--- src/rtl/adder26_mp_arbiter_pkg.sv ---
// Shared definitions for the two-requester multi-precision adder sequencer.
package adder26_mp_arbiter_pkg;

  localparam int unsigned ADD_W = 26;

  typedef enum logic [1:0] {
    StIdle,
    StRun,
    StDone
  } state_e;

  localparam logic ID_REQ0 = 1'b0;
  localparam logic ID_REQ1 = 1'b1;

endpackage

--- src/rtl/Full_adder_26bits.sv ---
// 26-bit ripple-carry adder; sum[26] is the carry-out.
module Full_adder_26bits (
  output logic [26:0] sum,
  input  logic [25:0] a,
  input  logic [25:0] b,
  input  logic        c_in
);

  logic w_c;

  always_comb begin
    sum = '0;
    w_c = c_in;
    for (int i = 0; i < 26; i++) begin
      sum[i] = a[i] ^ b[i] ^ w_c;
      w_c    = (a[i] & b[i]) | (w_c & (a[i] ^ b[i]));
    end
    sum[26] = w_c;
  end

endmodule

--- src/rtl/adder26_mp_arbiter.sv ---
// Round-robin arbiter sharing one 26-bit adder between two requesters;
// adds WORDS-word operands serially, one word per clock.
module adder26_mp_arbiter
  import adder26_mp_arbiter_pkg::*;
#(
  parameter int unsigned WORDS = 3
) (
  input  logic                     clk,
  input  logic                     rst_n,
  input  logic                     req0_valid,
  output logic                     req0_ready,
  input  logic [WORDS*ADD_W-1:0]   req0_a,
  input  logic [WORDS*ADD_W-1:0]   req0_b,
  input  logic                     req0_cin,
  input  logic                     req1_valid,
  output logic                     req1_ready,
  input  logic [WORDS*ADD_W-1:0]   req1_a,
  input  logic [WORDS*ADD_W-1:0]   req1_b,
  input  logic                     req1_cin,
  output logic                     res_valid,
  input  logic                     res_ready,
  output logic [WORDS*ADD_W:0]     res_sum,
  output logic                     res_id
);

  localparam int unsigned OPW = WORDS * ADD_W;
  localparam int unsigned KW  = (WORDS > 1) ? $clog2(WORDS) : 1;
  localparam logic [KW-1:0] K_LAST = KW'(WORDS - 1);

  state_e           r_state, w_state_next;
  logic [OPW-1:0]   r_a, r_b;
  logic             r_carry;
  logic [KW-1:0]    r_k;
  logic [OPW:0]     r_sum;
  logic             r_id;
  logic             r_last;
  logic             w_grant;
  logic             w_idle;
  logic             w_accept;
  logic [ADD_W:0]   w_sum;

  // On a tie the requester that was not served last wins.
  always_comb begin
    if (req0_valid && req1_valid) begin
      w_grant = ~r_last;
    end else begin
      w_grant = req1_valid ? ID_REQ1 : ID_REQ0;
    end
    w_idle     = rst_n && (r_state == StIdle);
    req0_ready = w_idle && req0_valid && (w_grant == ID_REQ0);
    req1_ready = w_idle && req1_valid && (w_grant == ID_REQ1);
    w_accept   = req0_ready || req1_ready;
  end

  always_comb begin
    w_state_next = r_state;
    unique case (r_state)
      StIdle:  if (w_accept) w_state_next = StRun;
      StRun:   if (r_k == K_LAST) w_state_next = StDone;
      StDone:  if (res_ready) w_state_next = StIdle;
      default: w_state_next = StIdle;
    endcase
  end

  always_ff @(posedge clk or negedge rst_n) begin
    if (!rst_n) begin
      r_state <= StIdle;
    end else begin
      r_state <= w_state_next;
    end
  end

  Full_adder_26bits u_adder (
    .sum  (w_sum),
    .a    (r_a[ADD_W-1:0]),
    .b    (r_b[ADD_W-1:0]),
    .c_in (r_carry)
  );

  // Operands shift down one word per RUN cycle so the adder always sees word k at the bottom.
  always_ff @(posedge clk or negedge rst_n) begin
    if (!rst_n) begin
      r_a     <= '0;
      r_b     <= '0;
      r_carry <= 1'b0;
      r_k     <= '0;
      r_sum   <= '0;
      r_id    <= ID_REQ0;
      r_last  <= ID_REQ1;
    end else begin
      unique case (r_state)
        StIdle: begin
          if (w_accept) begin
            r_a     <= (w_grant == ID_REQ1) ? req1_a : req0_a;
            r_b     <= (w_grant == ID_REQ1) ? req1_b : req0_b;
            r_carry <= (w_grant == ID_REQ1) ? req1_cin : req0_cin;
            r_k     <= '0;
            r_id    <= w_grant;
            r_last  <= w_grant;
          end
        end
        StRun: begin
          r_sum[r_k*ADD_W +: ADD_W] <= w_sum[ADD_W-1:0];
          r_carry                   <= w_sum[ADD_W];
          r_a                       <= r_a >> ADD_W;
          r_b                       <= r_b >> ADD_W;
          if (r_k == K_LAST) begin
            r_sum[OPW] <= w_sum[ADD_W];
          end else begin
            r_k <= r_k + 1'b1;
          end
        end
        default: ;
      endcase
    end
  end

  assign res_valid = (r_state == StDone);
  assign res_sum   = r_sum;
  assign res_id    = r_id;

endmodule
--- config.mk ---
export PLATFORM = sky130hd
export DESIGN_NAME = adder26_mp_arbiter
export DESIGN_NICKNAME = d
export VERILOG_FILES = /design/src/rtl/adder26_mp_arbiter_pkg.sv /design/src/rtl/Full_adder_26bits.sv /design/src/rtl/adder26_mp_arbiter.sv
export SDC_FILE = /design/constraint.sdc
export NUM_CORES = 1
export LEC_CHECK = 0
export CAP_MARGIN = 5
export CORE_MARGIN = 2
export CORE_UTILIZATION = 49
export CTS_CLUSTER_DIAMETER = 120
export DETAILED_ROUTE_END_ITERATION = 16
export PLACE_DENSITY = 0.88
export SETUP_SLACK_MARGIN = 0.3
export SKIP_CTS_REPAIR_TIMING = 1
export SYNTH_ARGS = -nofsm -noshare
export SYNTH_HDL_FRONTEND = slang
export SYNTH_SLANG_ARGS = --single-unit
--- constraint.sdc ---
create_clock -name clk -period 12.5 [get_ports clk]
set_input_delay 1.25 -clock clk [delete_from_list [all_inputs] [get_ports clk]]
set_output_delay 1.25 -clock clk [all_outputs]
set_load 0.01 [all_outputs]
# ---- Word level (Yosys, flattened, before mapping)
# Cells that the tools add are included.
dict set report op_classes {
  shifts 2
  n_mux 20
  n_reduce_logical 13
  mul 1
  add_sub_neg 2
  bitwise 132
  n_eq_ne 7
}
# operator n
set op_table {}
lappend op_table {{78-bit two-way mux} 4}
lappend op_table {{78-bit case mux with 2 select lines} 2}
lappend op_table {{79-bit bitwise mux} 1}
lappend op_table {{26-bit by 34-bit variable shift with 79-bit output (first input constant)} 1}
lappend op_table {{26-bit by 34-bit variable part select with 79-bit output} 1}
lappend op_table {{1-bit AND} 52}
lappend op_table {{1-bit XOR} 52}
lappend op_table {{7-bit negator with 34-bit output} 1}
lappend op_table {{1-bit OR} 26}
lappend op_table {{2-bit two-way mux} 5}
lappend op_table {{1-bit logical AND} 6}
lappend op_table {{2-bit by 4-bit multiplier with 6-bit output (second input constant)} 1}
lappend op_table {{2-bit inequality test (second input constant)} 3}
lappend op_table {{2-bit case mux with 3 select lines} 1}
lappend op_table {{3-bit AND reduction} 2}
lappend op_table {{1-bit two-way mux} 5}
lappend op_table {{2-bit equality test (second input constant)} 2}
lappend op_table {{2-bit case mux with 2 select lines} 1}
lappend op_table {{2-bit AND reduction} 2}
lappend op_table {{2-bit by 1-bit adder with 2-bit output (second input constant)} 1}
lappend op_table {{2-bit by 1-bit equality test with 1-bit output (second input constant)} 1}
lappend op_table {{2-bit logical NOT} 1}
lappend op_table {{2-bit by 1-bit inequality test with 1-bit output (second input constant)} 1}
lappend op_table {{1-bit inverter} 2}
lappend op_table {{other kinds (3)} 3}
dict set report totals {
  word_cells 185
  out_inout_bits 83
  register_bits 242
  inputBits 319
}

# ---- Depth between registers and ports, before layout
# Gate-level depths: netlist of run 1.
dict set report logic_depth {
  depth_word 55
  ltp_mapped 31
  ltp_nobuf 31
}

# ---- By module
# Synthesis of run 1 repeated with hierarchy kept, for this count alone.
dict set report hier_totals {
  cells_unflattened 1568
  hier_area_um2 14172.3
}
# module area_per_inst_um2 cells_each seq_area_each_um2 n_inst
set by_module_without_submodules {}
lappend by_module_without_submodules {adder26_mp_arbiter 13606.8 1531 6057.1 1}
lappend by_module_without_submodules {Full_adder_26bits 565.5 37 0.0 1}

# ---- Worst setup path after synthesis of run 1
# Ideal clock, no wire load.
dict set report synth_path {
  path_kind {reg-to-reg}
  from {register r_a[0]}
  to {register r_sum[33] (netlist: res_sum[33])}
  t_arrival_ns 11.383
  setup_slack_ns 0.996
  path_buffers 0
  t_required_ns 12.379
  period_less_slack_ns 11.504
  path_stages_with_launch 32
  setup_time_ns 0.121
  path_cell_list {dfrtp_1 -> fa_1 -> fa_1 -> fa_1 -> fa_1 -> fa_1 -> fa_1 -> fa_1 -> fa_1 -> fa_1 -> fa_1 -> fa_1 -> fa_1 -> fa_1 -> fa_1 -> fa_1 -> fa_1 -> fa_1 -> fa_1 -> fa_1 -> fa_1 -> fa_1 -> fa_1 -> fa_1 -> fa_1 -> fa_1 -> fa_1 -> mux2i_1 -> nor2_1 -> a221o_1 -> mux2_2 -> a22o_1}
}
dict set report synth_between {
  elab_chain_cells 54
  elab_cells_between_ends 80
  classes_between {1 x shift; 1 x mux; 78 x bitwise}
}
# item line_no
set synth_lines {}
lappend synth_lines {{from (decl)} adder26_mp_arbiter.sv:31} ;# logic [OPW-1:0] r_a, r_b;
lappend synth_lines {{from (signal assigned)} adder26_mp_arbiter.sv:94} ;# r_a <= (w_grant == ID_REQ1) ? req1_a : req0_a;
lappend synth_lines {{from (signal assigned)} adder26_mp_arbiter.sv:105} ;# r_a <= r_a >> ADD_W;
lappend synth_lines {{1-bit XOR} {Full_adder_26bits.sv:15, Full_adder_26bits.sv:16}}
lappend synth_lines {{1-bit AND} Full_adder_26bits.sv:16} ;# w_c = (a[i] & b[i]) | (w_c & (a[i] ^ b[i]));
lappend synth_lines {{1-bit OR} Full_adder_26bits.sv:16}
lappend synth_lines {{1-bit AND} Full_adder_26bits.sv:16}
lappend synth_lines {{1-bit OR} Full_adder_26bits.sv:16}
lappend synth_lines {{1-bit AND} Full_adder_26bits.sv:16}
lappend synth_lines {{1-bit OR} Full_adder_26bits.sv:16}
lappend synth_lines {{1-bit AND} Full_adder_26bits.sv:16}
lappend synth_lines {{[... 38 more ...]} -}
lappend synth_lines {{1-bit OR} Full_adder_26bits.sv:16}
lappend synth_lines {{1-bit AND} Full_adder_26bits.sv:16}
lappend synth_lines {{1-bit OR} Full_adder_26bits.sv:16}
lappend synth_lines {{1-bit AND} Full_adder_26bits.sv:16}
lappend synth_lines {{1-bit OR} Full_adder_26bits.sv:16}
lappend synth_lines {{1-bit XOR} Full_adder_26bits.sv:15} ;# sum[i] = a[i] ^ b[i] ^ w_c;
lappend synth_lines {{26-bit by 34-bit variable part select with 79-bit output (*)} adder26_mp_arbiter.sv:103} ;# r_sum[r_k*ADD_W +: ADD_W] <= w_sum[ADD_W-1:0];
lappend synth_lines {{79-bit bitwise mux (*)} adder26_mp_arbiter.sv:103}
lappend synth_lines {{to (signal, indexed assignment)} adder26_mp_arbiter.sv:103}
lappend synth_lines {{to (signal, indexed assignment)} adder26_mp_arbiter.sv:108} ;# r_sum[OPW] <= w_sum[ADD_W];
lappend synth_lines {{to (decl)} adder26_mp_arbiter.sv:34} ;# logic [OPW:0] r_sum;
# Mark *: on every way between the ends. The rest lies on a longest branch, timed or not.
# A chain may end at the register's enable or synchronous reset.

# ---- Worst setup path after layout of run 1
# Ends and elaborated chain as after synthesis.

==> flow_summary.ini, run 1 <==
[routing]
via_per_inst = 5.886
finalWirelength_mm = 50.61
vias = 13180
wl_per_cell_um = 22.60
drc = 0
drt_iter0_markers = 1433
firstDrtPassIters = 5
drtAntennaViolNets = 0

[global_route]
grtUsageMet2 = 0.5513
use_met3 = 0.07102
grt_first_pass_wirelength_mm = 75.96
grt_overflow = 0
grt.busiest_layer = met2
grt.total_usage = 0.3286
grt_max_degree = 292
antenna_found_initial = 6
grtUsageMet1 = 0.3942
grt_pass1_vias = 13200

[critical_path]
worstRegToRegCells = 31
end_kind = flop
cp_data_required_time_ns = 12.92
path_common_cell = fa_1
cpPeakStageDelay_ns = 0.50
cpMaxStageDelayCell = fa_2
critPathLaunchType = flop
crit_path_start = r_a[0]$_DFFE_PN0P_
r2r-end = res_sum[33]$_DFFE_PN0P_
r2r-start = r_a[0]$_DFFE_PN0P_
regToRegSetupSlack_ns = 0.55
cp.arrival_ns = 12.37
crit_path_max_fanout = 3
critical_path_class = reg2reg
crit_path_end = res_sum[33]$_DFFE_PN0P_

[power_and_ir_drop]
ir_drop_mv = 0.2251
powerDensity_nw_per_um2 = 293.9
p_leak_nw = 7.933

[yosys]
synth_common_cells = dfrtp_1, nand2_1, mux2i_1, nor2_1, a21oi_1
synth-seq-area-share = 0.4322
synth_nets = 1864
netlist.top_cell.by_area = dfrtp_1
synth_edf_count = 0
async_flop_share = 1.000
synth-seq-cells = 242
syn-cell-area_sq_um = 14010
netlist_top_cells_area = dfrtp_1, mux2i_1, nand2_1, a21oi_1, o21ai_0
syn_inst = 1512
yosysUniqueCellTypes = 68
synthFlopType = dfrtp_1
yosys_warnings = 0
synth_area_per_cell_sq_um = 9.268
synth_most_common_cell = dfrtp_1
synth_top_cell_area_share = 0.4304

[cts]
clock-root-buffer = clkbuf_16
clk_path_buf_depth = 3
cts_buffers = 26
cts-htree-levels = 1
clk_pin_slew_ns = 0.06
cts_tree = yes
clock_sinks = 242
clkLatencyLatePin_ns = 0.54

[sta]
finalClockSkew_ns = 0.01594
tightest_slew_ns = 1.162
setup_tns_ns = 0
period_share = 0.9564
rsz0062_at_grt = no
maxSlewHeadroom = 0.2256
setup_viol = 0
period_minus_slack_ns = 11.95
max_freq_mhz = 83.65
maxSlewViolCount = 0
final_hold_viol_count = 0
hold_slack_ns = 0.4748

[status]
status = finished clean

[min_path]
min_from = r_a[55]$_DFFE_PN0P_
min_path_type = reg2reg

[floorplanning]
die_x_um = 173.1
die_h_um = 173.1
rows = 61
die-area_sq_um = 29970
initial_core_util = 0.5017
coreArea_sq_um = 27930
ios = 402

[placed_design]
port_buffers = 401
gp_congestion = 0.9573
hpwl_mm = 38.40

[cells_and_area]
fin_nets = 2191
area_growth_pct = 35.65
drive_above_1_share = 0.05819

[job]
cap_violations = 0
[layer usage]
metal  wire, um  vias to the layer above
li1           -                     6062
met1      19150                     6276
met2      24400                      679
met3       3840                      159
met4       3190                        2
met5         27                        -
[worst min-delay path by stage]
stage,to,cells past startpoint,slack (ns)
5_1_grt,r_b[69]$_DFFE_PN0P_,2,0.49
6_report,r_a[55]$_DFFE_PN0P_,2,0.47
2_1_floorplan,r_a[52]$_DFFE_PN0P_,2,0.45
4_1_cts,r_a[55]$_DFFE_PN0P_,2,0.48
3_5_place_dp,r_a[55]$_DFFE_PN0P_,2,0.47
3_3_place_gp,r_b[56]$_DFFE_PN0P_,2,0.46
[cell families after synthesis]
| group | share of synthesized area |
|---|---|
| buf+inv | 0.04304 |
| compound gates | 0.1955 |
| simple gates | 0.1304 |
| flops | 0.4322 |
| fa+ha+maj | 0.04339 |
| mux | 0.1554 |
[metrics by stage]
| stage | utilization | setup WS, ns | power, mW | instances | area (sq um) |
|---|---|---|---|---|---|
| final | 0.6805 | 0.5456 | 5.587 | 2239 | 19010 |
| after global routing | 0.6805 | 0.2818 | 5.895 | 2239 | 19010 |
| after CTS | 0.6789 | 0.2720 | 5.487 | 2232 | 18970 |
| after detailed placement | 0.6500 | 0.3848 | 4.736 | 2187 | 18160 |
| after global placement | 0.6500 | 0.5951 | 4.680 | 2187 | 18160 |
| after floorplan | - | 0.9960 | 3.460 | 1512 | 14010 |
[worst max-delay path: cells and delay by family, from the launching register on]
family | cells | cell delay, ns
flip-flops | 1 | 0.41
adder cells (fa/ha/maj) | 26 | 10.42
AND/OR/NAND/NOR | 1 | 0.07
multiplexers | 2 | 0.46
AO/OA/AOI/OAI | 2 | 0.49
[cell type report]
cell class | instances | area [sq um]
clock buffers | 38 | 735.7
well taps | 378 | 473.0
flip-flops and latches | 242 | 6058
inverters | 12 | 45.04
diodes | 5 | 12.51
fillers | 2137 | 8925
multi-input cells | 1134 | 7405
repair buffers | 423 | 4209
clock inverters | 7 | 71.32
[power breakdown]
part	leakage, nW	switching [mW]	internal, mW
clock	0.399	0.318	0.427
combinational	4.40	2.18	1.29
sequential	3.13	0.252	1.12
[registers in the layout (all words and copies together), names as in the netlist]
signal   cells
r_a         78
r_b         78
r_carry      1
r_k          2
r_last       1
r_state      2
res_id       1
res_sum     79
[cells in the final DEF (no fill, tap or decap), drive strengths merged, types with 13 or more instances in the layout]
master	count
mux2i	188
nor2	161
a22o	13
dfrtp	241
fa	26
mux2	18
clkbuf	38
a21oi	141
clkdlybuf4s50	400
buf	23
o21ai	139
nand2	218
o31ai	61
(Power assumes the default switching activity.)
==> inputs of run 2 (changes only) <==
- SYNTH_HIERARCHICAL: not set -> 1
==> run 2 against run 1 <==
  * Clock power down 1%
  * Worst hold slack improved by 0.0033 ns
  * Non-clock buffer count grew 4
  * Die area grew 1.1%
  * Largest power group unchanged
  * Fmax increased by 1.3%
  * Utilization shrank 1.5 points
  * Combinational power grew 6.6%
  * Sequential power hardly changed
  * Via count grew 12%
  * Area after synthesis rose by 1.1%
  * Clock-buffer cell count down 3
==> flow_summary.ini, run 2 <==
[status]
status = finished clean

[cells_and_area]
final_util = 0.6658
final_cell_mix = clkdlybuf4s50_1, nand2_1, dfrtp_1, a21oi_1, nor2_1
final_common_cell = clkdlybuf4s50_1
fin_nets = 2228
drive_above_1_share = 0.06607
area_growth_pct = 34.48
fillers = 2213
stdcell_count = 2290
largest_reg_flops = 79
final_area_sq_um = 19060

[global_route]
grt.total_usage = 0.3654
grt_max_degree = 115
antenna_found_initial = 14
grt_overflow = 0
grt_first_pass_wirelength_mm = 85.50
grt_pass1_vias = 14300

[sta]
setup_tns_ns = 0
maxSlewViolCount = 0
max_freq_mhz = 84.76
final.setup.worst_slack_ns = 0.7021
setup_viol = 0
final_hold_viol_count = 0
rsz0062_at_grt = no
tightest_slew_ns = 1.243
period_minus_slack_ns = 11.80
finalClockSkew_ns = 0.01224
hold_slack_ns = 0.4781
period_share = 0.9438
maxSlewHeadroom = 0.1686

[yosys]
synth_edf_count = 0
syn_inst = 1568
synth-seq-cells = 242
yosysUniqueCellTypes = 77
synthFlopType = dfrtp_1
synth_nets = 1920
synth_area_per_cell_sq_um = 9.038
netlist.top_cell.by_area = dfrtp_1
async_flop_share = 1.000
yosys_warnings = 6
synth_top_cell_area_share = 0.4255
synth_most_common_cell = nand2_1
syn-cell-area_sq_um = 14170
netlist_top_cells_area = dfrtp_1, nand2_1, a221o_1, a21oi_1, fa_1
synth_common_cells = nand2_1, dfrtp_1, a21oi_1, nor2_1, a221o_1
synth-seq-area-share = 0.4274

[cts]
clk_pin_slew_ns = 0.06
clock_sinks = 242
clkLatencyLatePin_ns = 0.55
clock-root-buffer = clkbuf_16
clk_path_buf_depth = 3
cts_buffers = 25
cts-htree-levels = 1
cts_tree = yes

[min_path]
min_from = res_sum[43]$_DFFE_PN0P_
min_path_type = reg2reg

[routing]
vias = 14700
firstDrtPassIters = 5
via_per_inst = 6.417
drt_iter0_markers = 1697
finalWirelength_mm = 56.72
drc = 0
drtAntennaViolNets = 0
wl_per_cell_um = 24.77

[critical_path]
cpMaxStageDelayCell = fa_1
cp_data_required_time_ns = 12.94
r2r-start = r_a[0]$_DFFE_PN0P_
cp.buffers_inverters = 4
crit_path_max_fanout = 4
crit_path_start = r_a[0]$_DFFE_PN0P_
critical_path_class = reg2reg
cp.arrival_ns = 12.24
critPathLaunchType = flop
worst_path_dominant_cell_family = adder cells
path_common_cell = fa_1
end_kind = flop
cpPeakStageDelay_ns = 0.44

[power_and_ir_drop]
ir_drop_mv = 0.1873
p_leak_nw = 7.914
p_total_mw = 5.786
powerDensity_nw_per_um2 = 303.6

[floorplanning]
ios = 402
initial_core_util = 0.4951
die_h_um = 174.1
coreArea_sq_um = 28630
rows = 62
die-area_sq_um = 30300
die_x_um = 174.1

[placed_design]
place_ws_ns = 0.5787
place_area_sq_um = 18200
hpwl_mm = 41.25
place_inst = 2229
port_buffers = 401
gp_congestion = 0.9300

[job]
cap_violations = 0
-- run 2: cells by family (layout without fill, tap and decap cells) --
group	after synthesis	count (layout)	share of synthesized area
simple gates	570	570	0.1646
compound gates	498	498	0.2551
flops	242	242	0.4274
buf+inv	164	488	0.05350
mux	59	59	0.05518
fa+ha+maj	33	33	0.04291
xor+xnor	2	2	0.001236
other cells	0	14	0
-- run 2: cell type report --
cell class / instances / area (sq um) / area share
flip-flops and latches: 242 / 6058 / 0.3179
clock inverters: 8 / 80.08 / 0.004202
diodes: 14 / 35.03 / 0.001838
repair buffers: 427 / 4214 / 0.2211
multi-input cells: 1162 / 7420 / 0.3893
well taps: 384 / 480.5 / 0.02521
inverters: 18 / 67.56 / 0.003545
clock buffers: 35 / 703.2 / 0.03690
-- run 2: power breakdown --
part	switching [mW]	internal, mW	leakage [nW]
clock	0.322	0.413	0.391
sequential	0.261	1.09	3.15
combinational	2.30	1.40	4.38
-- run 2: metal layers --
layer,vias up,GRT usage,share of wire
met2,929,0.6194,0.49
met3,179,0.06868,0.082
met1,7209,0.4431,0.37
met5,-,0,0
li1,6379,-,-
met4,0,0.1947,0.058
-- run 2: path summary, 6_finish.rpt --
path | end | slack (ns) | depth (start not counted)
max in group asynchronous | res_sum[18]$_DFFE_PN0P_ | 10.25 | 2
setup reg to reg | res_sum[5]$_DFFE_PN0P_ | 0.70 | 35
hold reg to reg | res_sum[43]$_DFFE_PN0P_ | 0.48 | 1
setup / recovery | res_sum[5]$_DFFE_PN0P_ | 0.70 | 35
min in group asynchronous | res_sum[19]$_DFFE_PN0P_ | 0.72 | 1
hold / removal | res_sum[43]$_DFFE_PN0P_ | 0.48 | 1
==> inputs of run 3 (changes only) <==
- CORE_ASPECT_RATIO: not set -> 1.75
==> run 3 against run 2 <==
  * Fmax is 0.59% lower
  * Largest cell class unchanged
  * Register-to-register slack worse by 0.07 ns
  * Global-route usage is 2.1 points higher
  * Critical endpoint unchanged
==> flow_summary.ini, run 3 (same netlist as run 2, synthesis figures left out) <==
[placed_design]
place_inst = 2231
port_buffers = 401
gp_congestion = 0.9888
hpwl_mm = 45.04
place_ws_ns = 0.4467

[floorplanning]
die-area_sq_um = 30350
rows = 82
coreArea_sq_um = 28520
ios = 402
die_x_um = 132.6
die_h_um = 229.0
initial_core_util = 0.4969

[routing]
drt_iter0_markers = 1356
wl_per_cell_um = 26.03
firstDrtPassIters = 5
finalWirelength_mm = 59.54
via_per_inst = 6.384
vias = 14600
drtAntennaViolNets = 0
drc = 0

[global_route]
grt_pass1_vias = 14820
grt.total_usage = 0.3865
antenna_found_initial = 10
grt_overflow = 0
grt_first_pass_wirelength_mm = 89.13
grt_max_degree = 98

[cts]
clk_pin_slew_ns = 0.06
clock-root-buffer = clkbuf_16
clock_sinks = 242
clk_path_buf_depth = 3
cts_tree = yes
clkLatencyLatePin_ns = 0.55
cts_buffers = 24
cts-htree-levels = 1

[critical_path]
crit_path_max_fanout = 4
crit_path_start = r_a[0]$_DFFE_PN0P_
cpPeakStageDelay_ns = 0.44
cp.arrival_ns = 12.29
cpMaxStageDelayCell = fa_1
path_common_cell = fa_1
end_kind = flop
r2r-end = res_sum[5]$_DFFE_PN0P_
r2r-start = r_a[0]$_DFFE_PN0P_
critPathLaunchType = flop
cp_data_required_time_ns = 12.93
regToRegSetupSlack_ns = 0.63
worstRegToRegCells = 35
critical_path_class = reg2reg

[power_and_ir_drop]
ir_drop_mv = 0.1937
p_leak_nw = 7.980
powerDensity_nw_per_um2 = 312.2

[cells_and_area]
area_growth_pct = 35.28
final_util = 0.6722
final_cell_mix = clkdlybuf4s50_1, nand2_1, dfrtp_1, a21oi_1, nor2_1
final_common_cell = clkdlybuf4s50_1
fillers = 2339
largest_reg_flops = 79
fin_nets = 2233
drive_above_1_share = 0.07162
stdcell_count = 2287

[status]
status = finished clean

[sta]
final.setup.worst_slack_ns = 0.6315
hold_slack_ns = 0.4781
max_freq_mhz = 84.26
period_minus_slack_ns = 11.87
setup_tns_ns = 0
maxSlewViolCount = 0
period_share = 0.9495
final_hold_viol_count = 0
setup_viol = 0
rsz0062_at_grt = no
finalClockSkew_ns = 0.02332
tightest_slew_ns = 1.138
maxSlewHeadroom = 0.2415

[min_path]
whs_path_depth = 1
min_to = res_sum[42]$_DFFE_PN0P_
min_path_type = reg2reg
min_from = res_sum[42]$_DFFE_PN0P_

[job]
cap_violations = 0
## run 3: cell types whose count changed in the layout (fill, tap and decap cells not counted), moves of 2 or more
cell and change:
buf_4 +6, fa_2 +2, clkbuf_8 -3, mux2i_2 -2, clkbuf_1 -3, clkinvlp_4 +2, bufinv_16 +4, fa_1 -2
diode_2 -4, inv_6 +3, mux2i_1 +2
## run 3: worst max-delay path by stage
stage,end,slack (ns),depth (start not counted)
floorplan,res_sum[5]$_DFFE_PN0P_,1.34,35
global placement,res_sum[5]$_DFFE_PN0P_,0.76,35
detailed placement,res_sum[5]$_DFFE_PN0P_,0.45,35
CTS,res_sum[5]$_DFFE_PN0P_,0.42,35
global route,res_sum[5]$_DFFE_PN0P_,0.30,35
finish,res_sum[5]$_DFFE_PN0P_,0.63,35
## run 3: per-layer routing
metal	part of all wire	global-route usage
met1	0.32	0.3996
met2	0.52	0.6849
met3	0.061	0.05356
met4	0.10	0.3216
met5	0	0
## run 3: worst max-delay path, delay by kind of cell (launching register included)
kind / cells / cell delay [ns]
flops: 1 / 0.40
mux: 1 / 0.12
compound gates: 4 / 0.89
fa+ha+maj: 26 / 10.02
buf+inv: 4 / 0.32
## run 3: metrics by stage
| stage | total power [mW] | area (sq um) |
|---|---|---|
| 2_1_floorplan | 3.585 | 14170 |
| 3_3_place_gp | 5.009 | 18250 |
| 3_5_place_dp | 5.038 | 18250 |
| 4_1_cts | 5.858 | 19120 |
| 5_1_grt | 6.212 | 19170 |
| 6_report | 5.986 | 19170 |
## run 3: layout make-up
cell class                 instances  area (sq um)  share of cell area
inverter                          18         67.56            0.003524
clock inverter                    15         216.5             0.01129
sequential                       242          6058              0.3160
multi-input combinational       1162          7422              0.3871
clock buffer                      29         650.6             0.03394
tap                              378         473.0             0.02467
timing repair buffer             433          4259              0.2221
antenna                           10         25.02            0.001305
## run 3: power by group
group | internal (mW) | switching [mW]
Clock | 0.478 | 0.328
Combinational | 1.40 | 2.42
Sequential | 1.09 | 0.266
Total | 2.97 | 3.02
